--- src/rtl/regfile_wb_if.sv ---
// regfile_wb_if: writeback write port plus two decode read ports of the integer register file.
// Signals:
//   we, waddr, wdata   - writeback write request (wb_wreg / wb_wd / wb_wdata)
//   re1, raddr1, rdata1 - read port 1 (enable, index, data)
//   re2, raddr2, rdata2 - read port 2 (enable, index, data)
// Modports: master = pipeline side (drives requests), slave = register file.
interface regfile_wb_if #(
    parameter int DATA_W = 32,
    parameter int ADDR_W = 5
);
    logic              we;
    logic [ADDR_W-1:0] waddr;
    logic [DATA_W-1:0] wdata;
    logic              re1;
    logic [ADDR_W-1:0] raddr1;
    logic [DATA_W-1:0] rdata1;
    logic              re2;
    logic [ADDR_W-1:0] raddr2;
    logic [DATA_W-1:0] rdata2;
    modport master (output we, waddr, wdata, re1, raddr1, re2, raddr2, input rdata1, rdata2);
    modport slave  (input we, waddr, wdata, re1, raddr1, re2, raddr2, output rdata1, rdata2);
endinterface

--- src/rtl/regfile_wb.sv ---
// regfile_wb: RISC-V integer register file with one writeback write port and two bypassed read ports.
// Ports:
//   clk - pipeline clock, writes on rising edge
//   rst - asynchronous active-high reset, clears all entries and forces reads to 0
//   bus - regfile_wb_if.slave: we/waddr/wdata write, re1/raddr1/rdata1 and re2/raddr2/rdata2 reads
module regfile_wb #(
    parameter int DATA_W   = 32,
    parameter int ADDR_W   = 5,
    parameter int NUM_REGS = 32
) (
    input  logic         clk,
    input  logic         rst,
    regfile_wb_if.slave  bus
);
    logic [DATA_W-1:0] regs_q [NUM_REGS];
    logic [DATA_W-1:0] regs_d [NUM_REGS];
    logic              wr_en;

    // x0 is never written, so its entry stays at its reset value of zero.
    assign wr_en = bus.we && (bus.waddr != ADDR_W'(0));

    always_comb begin
        regs_d = regs_q;
        if (wr_en) regs_d[bus.waddr] = bus.wdata;
    end

    always_ff @(posedge clk or posedge rst) begin
        if (rst) regs_q <= '{default: '0};
        else     regs_q <= regs_d;
    end

    // Same-cycle bypass lets decode see the value being written back this cycle.
    // wdata only reaches the output when we=1, so an undriven wdata cannot leak.
    always_comb begin
        bus.rdata1 = (rst || !bus.re1 || bus.raddr1 == ADDR_W'(0)) ? '0 :
                     (bus.we && bus.waddr == bus.raddr1) ? bus.wdata : regs_q[bus.raddr1];
        bus.rdata2 = (rst || !bus.re2 || bus.raddr2 == ADDR_W'(0)) ? '0 :
                     (bus.we && bus.waddr == bus.raddr2) ? bus.wdata : regs_q[bus.raddr2];
    end
endmodule

--- src/flat_wrapper.sv ---
// flat-port wrapper written by rule: the top's interface ports become plain ports
module regfile_wb_flat 
#(
    parameter int DATA_W   = 32,
    parameter int ADDR_W   = 5,
    parameter int NUM_REGS = 32
)
  (clk, rst, bus_we, bus_waddr, bus_wdata, bus_re1, bus_raddr1, bus_re2, bus_raddr2, bus_rdata1, bus_rdata2);
  regfile_wb_if #(.DATA_W(DATA_W), .ADDR_W(ADDR_W)) bus_i ();
  input  logic clk;
  input  logic rst;
  input wire logic [$bits(bus_i.we)-1:0] bus_we;
  input wire logic [$bits(bus_i.waddr)-1:0] bus_waddr;
  input wire logic [$bits(bus_i.wdata)-1:0] bus_wdata;
  input wire logic [$bits(bus_i.re1)-1:0] bus_re1;
  input wire logic [$bits(bus_i.raddr1)-1:0] bus_raddr1;
  input wire logic [$bits(bus_i.re2)-1:0] bus_re2;
  input wire logic [$bits(bus_i.raddr2)-1:0] bus_raddr2;
  output wire logic [$bits(bus_i.rdata1)-1:0] bus_rdata1;
  output wire logic [$bits(bus_i.rdata2)-1:0] bus_rdata2;
  assign bus_i.we = bus_we;
  assign bus_i.waddr = bus_waddr;
  assign bus_i.wdata = bus_wdata;
  assign bus_i.re1 = bus_re1;
  assign bus_i.raddr1 = bus_raddr1;
  assign bus_i.re2 = bus_re2;
  assign bus_i.raddr2 = bus_raddr2;
  assign bus_rdata1 = bus_i.rdata1;
  assign bus_rdata2 = bus_i.rdata2;
  regfile_wb #(.DATA_W(DATA_W), .ADDR_W(ADDR_W), .NUM_REGS(NUM_REGS)) u_core (.clk(clk), .rst(rst), .bus(bus_i));
endmodule
--- config.mk ---
export PLATFORM = sky130hd
export DESIGN_NAME = regfile_wb_flat
export DESIGN_NICKNAME = d
export VERILOG_FILES = /design/src/rtl/regfile_wb_if.sv /design/src/rtl/regfile_wb.sv /design/src/flat_wrapper.sv
export SDC_FILE = /design/constraint.sdc
export NUM_CORES = 2
export LEC_CHECK = 0
export ABC_AREA = 0
export BUFFER_PORTS_ARGS = -buffer_cell sky130_fd_sc_hd__buf_2
export CAP_MARGIN = 0
export CORE_MARGIN = 4
export CORE_UTILIZATION = 57
export CTS_CLUSTER_SIZE = 16
export DETAILED_ROUTE_END_ITERATION = 8
export MAX_ROUTING_LAYER = met4
export PLACE_DENSITY = 0.74
export SETUP_SLACK_MARGIN = 0.15
export SYNTH_ARGS = -nofsm -noshare
export SYNTH_HDL_FRONTEND = slang
export SYNTH_SLANG_ARGS = --single-unit
--- constraint.sdc ---
create_clock -name clk -period 80 [get_ports clk]
set_input_delay 16 -clock clk [delete_from_list [all_inputs] [get_ports clk]]
set_output_delay 16 -clock clk [all_outputs]
set_load 0.03 [all_outputs]
**Word level (Yosys, flattened, before mapping)**

Cells that the tools add are included.

- Bits in read-only memories: 0
- Output and inout bits: 64
- RAM bits: 0
- Bits in registers: 1,024
- Bits of input ports: 52
- Memories kept: 0
- Word-level logic and storage cells: 67
- Latch bits: 0

- Mux-type cells: 13
- Multiply operators: 0
- Add/sub/neg operators: 0
- Reduce and logical (&&, ||, !) cells: 13
- Bitwise gates (word level): 3
- Order comparisons: 4
- Div/mod/pow operators: 0
- Shift-type cells: 0
- Equal/unequal tests: 2

Operator list:

| kind | count |
|---|---|
| 1024-bit bitwise mux | 1 |
| 32-bit binary-select mux with 5-bit select | 2 |
| 32-bit two-way mux | 9 |
| 32-bit demux with 5-bit select | 1 |
| 6-bit greater-or-equal comparator, second input constant | 3 |
| 5-bit NOT with 6-bit output | 3 |
| 5-bit equality test | 2 |
| 5-bit logical NOT | 2 |
| 6-bit by 1-bit less-than comparator with 1-bit output, second input constant | 1 |
| 5-bit nonzero test | 1 |
| 1-bit logical AND | 4 |
| 1-bit logical OR | 4 |
| 1-bit logical NOT | 2 |

**Depth between registers and ports, before layout**

- Depth in word-level cells: 6
- Depth in mapped cells: 9

**Least setup slack after synthesis**

Ideal clock, no wire load.

- Kind: input port to output port
- Start point: in rst
- End point: out bus_rdata2[10]
- Stages: 5
- Data required time: 64,000 ps
- Arrival: 41,228 ps
- Setup slack: 22,772 ps
- Buffers on the path: 1
- Path through: inv_1 -> o2111ai_1 -> buf_2 -> a21oi_1 -> a211o_1

- Cells in the longest elaborated chain, start to end: 3

Ends and longest elaborated chain:

| item | RTL line | text |
|---|---|---|
| start, declared | flat_wrapper.sv:11 | `input logic rst;` |
| 1-bit logical OR (2 in a row) | regfile_wb.sv:37 | `bus.rdata2 = (rst \|\| !bus.re2 \|\| bus.raddr2 == ADDR_W'(0)) ? '0 :` |
| 32-bit two-way mux | regfile_wb.sv:37 |  |
| end, declared | flat_wrapper.sv:20 | `output wire logic [$bits(bus_i.rdata2)-1:0] bus_rdata2;` |

Every way passes these cells.

**Worst setup path after layout**

- Start point: in bus_raddr2[0]
- End point: out bus_rdata2[26]

- Cells in the longest elaborated chain, start to end: 6

Ends and longest elaborated chain:

| item | RTL line | text |
|---|---|---|
| start, declared | flat_wrapper.sv:18 | `input wire logic [$bits(bus_i.raddr2)-1:0] bus_raddr2;` |
| 5-bit NOT with 6-bit output (not written as such) | regfile_wb.sv:38 | `(bus.we && bus.waddr == bus.raddr2) ? bus.wdata : regs_q[bus.raddr2];` |
| 32-bit binary-select mux with 5-bit select | regfile_wb.sv:38 |  |
| 32-bit two-way mux (not written as such) (2 in a row) | regfile_wb.sv:38 |  |
| 32-bit two-way mux | regfile_wb.sv:38 |  |
| 32-bit two-way mux (*) | regfile_wb.sv:37 |  |

Mark *: on every way between the ends. The rest lies on a longest branch, timed or not. The select of a mux whose other input is x is not followed.

==> impl_metrics.toml <==
[status]
status = "finished, final reports clean"

[timing]
tightest_slew_ps = 1140
rsz0062_at_grt = "no"
slew_headroom_pct = 23.7
min_period_over_period_pct = 45.5
drv_slew = 0
hold_violations = 0
max_freq_mhz = 27.5
setup_viol = 0
skew_ps = 0
period_needed_ps = 36420
setup_tns_ps = 0

[logic_synthesis]
synthArstFlopShare_pct = 100
syn-num-nets = 3973
synth_ff_type = "dfrtp_1"
synth-compound-area-share_pct = 6.67
ys_types = 40
synthMuxAreaShare_pct = 41.9
synth_edf_count = 0
yosys_warnings = 0
synth_seq_cells = 1024
syn_inst = 3921
ys_seq_area_share_pct = 46.0
synth_top_family_by_area = "multiplexers"
ys_top_cells_by_area = "dfrtp_1, mux2_2, mux4_2"
synth_largest_area_cell = "dfrtp_1"
synth.cell_area_um2 = 55800
avgSynthCellArea_um2 = 14.2
synth_top_area_share_pct = 46.0
synth_xor_area_share_pct = 0.141
synthAdderAreaFrac_pct = 0
synth-simple-area-share_pct = 1.52

[power]
internal_power_w = 0.00111
ir_drop_uv = 18.8
switchingPower_w = 0.000412
swShare_pct = 27.1
total_power_w = 0.00152
power_density_nw_per_um2 = 25.1
p_seq_share_pct = 45.4
total_leakage_power_nw = 26.9
clockPowerShare_pct = 35.2
p_comb_share_pct = 19.4

[clocking]
ctsLongestPathBuffers = 3
cts-root-buf = "clkbuf_16"
cts_tree = "yes"
clk_latency_ps = 700
htree_levels = 3
hold_buffers = 0
path_clk_slew_ps = 60
postCtsSetupRepairBufs = 0
cts-resized-gates = 0
numCtsBuffers = 109
clkSinkCount = 1024

[final_layout]
fin_util_pct = 62.6
top_register = "u_core.regs_q"
fin_area_um2 = 60600
nets = 3835
drive_gt1_share_pct = 48.3
largestRegisters = "u_core.regs_q: 1024 flops"
largest_reg_flops = 1024
fin_cells = 5156
syn_to_final_growth_pct = 8.70

[worst_hold_path]
worst_hold_path_type = "reg2reg"

[worst_setup_path]
crit_fanout = 99
crit_slowest_cell = "buf_4"
crit_end = "bus_rdata2[26]"
r2r_start = "u_core.regs_q[971]$_DFFE_PP0P_"
r2r-end = "u_core.regs_q[971]$_DFFE_PP0P_"
end_kind = "output port"
cp.depth = 10
setup.worst_path.start = "bus_raddr2[0]"
critPathBufInv = 5
worstPathArrival_ps = 20420
worstPathCellList = "buf_8 > buf_12 > buf_4 > buf_4 > mux4_2 > mux2_2 > nand2_1 > a21oi_1 > a211o_1 > buf_2"
rr_worst_depth = 1
cp_top_family = "buffers and inverters"
critPathMostFrequentCell = "buf_4"
start_kind = "input port"
setup.worst_path.class = "in2out"
slowest_delay_ps = 750
r2r_slack_ps = 79190
worstPathRequired_ps = 64000

[drt]
drtPass1Iterations = 6
via_per_inst = 7.14
vias = 36800
initialDrtViolationCount = 3696
wirelength_mm = 166
final_antenna_net_count = 0
wl_per_cell_um = 32.2
drc_errors = 0

[global_routing]
grt_start_max_net_pins = 165
grt_pass1_wl_mm = 249
grt_pass1_vias = 37200
antenna_found_initial = 8
grt_usage_pct = 33.3
globalRouteOverflowTotal = 0

[place]
dpl.hpwl_mm = 90.5
place.gp.congestion = 0.820
dp.cells = 4948
portBuffers = 115
place_area_um2 = 56800

[job]
max_cap_viol_count = 0

[floorplan]
dieArea_um2 = 103000
die_y_um = 321
core_um2 = 96900
io_pins = 116
dieWidth_um = 321
start_util_pct = 57.6
fp-row-count = 114
-- power groups by stage --
| stage | Sequential, W | Clock, W | Combinational (W) |
|---|---|---|---|
| after floorplan | 0.000674 | 0 | 0.000242 |
| after global placement | 0.000688 | 0 | 0.000286 |
| after detailed placement | 0.000694 | 0 | 0.000293 |
| after CTS | 0.000686 | 0.000541 | 0.000295 |
| after global routing | 0.000700 | 0.000563 | 0.000318 |
| final | 0.000689 | 0.000534 | 0.000295 |
-- metal layers --
layer | track usage (%) | wire [um] | vias to the layer above
li1 | - | - | 14900
met1 | 46.2 | 69100 | 19800
met2 | 48.8 | 74900 | 1761
met3 | 8.57 | 16400 | 370
met4 | 10.7 | 5520 | 0
met5 | - | 0 | -
-- Yosys cell counts, types with 32 or more instances --
cell type     n
a221oi_1    159
clkbuf_1    220
mux2_2     1056
buf_1        60
a21oi_1      63
mux4_2      353
nand3_1      35
a21bo_2      32
mux2i_1     352
dfrtp_1    1024
o211ai_1     32
nand2_1     114
buf_2       105
a22oi_1      64
o21bai_1     64
buf_4        36
a211o_1      32
-- worst min-delay path by stage --
| stage | from | end | cells after the start |
|---|---|---|---|
| 4_1_cts | u_core.regs_q[1005]$_DFFE_PP0P_ | u_core.regs_q[1005]$_DFFE_PP0P_ | 0 |
| 3_3_place_gp | u_core.regs_q[1015]$_DFFE_PP0P_ | u_core.regs_q[1015]$_DFFE_PP0P_ | 0 |
| 3_5_place_dp | u_core.regs_q[1005]$_DFFE_PP0P_ | u_core.regs_q[1005]$_DFFE_PP0P_ | 0 |
| 6_report | u_core.regs_q[1014]$_DFFE_PP0P_ | u_core.regs_q[1014]$_DFFE_PP0P_ | 0 |
| 2_1_floorplan | u_core.regs_q[1000]$_DFFE_PP0P_ | u_core.regs_q[1000]$_DFFE_PP0P_ | 1 |
| 5_1_grt | u_core.regs_q[1009]$_DFFE_PP0P_ | u_core.regs_q[1009]$_DFFE_PP0P_ | 0 |
-- cell usage in the layout (no fill, tap or decap), types with 3 or more instances in the layout --
cell type   count
mux2_2       1056
dfrtp_1      1024
mux4_2        353
mux2i_1       352
a221oi_1      159
clkbuf_16     112
buf_2         107
nand2_1        99
buf_4          78
a22oi_1        64
o21bai_1       64
a21oi_1        63
nand3_1        35
a21bo_2        32
o211ai_1       32
a211o_1        32
o21ai_0        31
clkinv_2       30
clkbuf_8       23
nor2_4         18
nand2_2        15
clkbuf_1       15
bufinv_16      13
xnor2_1         6
diode_2         5
nor3_1          5
inv_6           4
buf_8           4
nor3b_1         3
nor2_1          3
xor2_1          3
nor2b_4         3
clkinvlp_4      3
buf_12          3
-- final cells by class --
type	instances	area, um^2
clock inverter	53	632
inverter	5	26.3
fill	7113	36200
clock buffer	150	3180
timing repair buffer	194	1260
sequential	1024	25600
tap	1276	1600
antenna	5	12.5
multi-input combinational	2449	28300
-- logic make-up (layout without fill, tap and decap cells) --
| family | after synthesis | count (layout) |
|---|---|---|
| xor gates and xnor gates | 9 | 9 |
| AOI/OAI and AO/OA | 483 | 483 |
| muxes | 1761 | 1761 |
| and+or+nand+nor | 196 | 196 |
| other | 0 | 5 |
| DFF | 1024 | 1024 |
| buffers and inverters | 448 | 402 |
-- per-stage QoR --
| step | hold WS, ps | worst slack (ps) |
|---|---|---|
| global route | 410 | 43360 |
| finish | 397 | 43580 |
| CTS | 398 | 43580 |
| global placement | 378 | 43590 |
| detailed placement | 384 | 43590 |
| floorplan | 441 | 22770 |
Power figures use the tool's default switching activity.
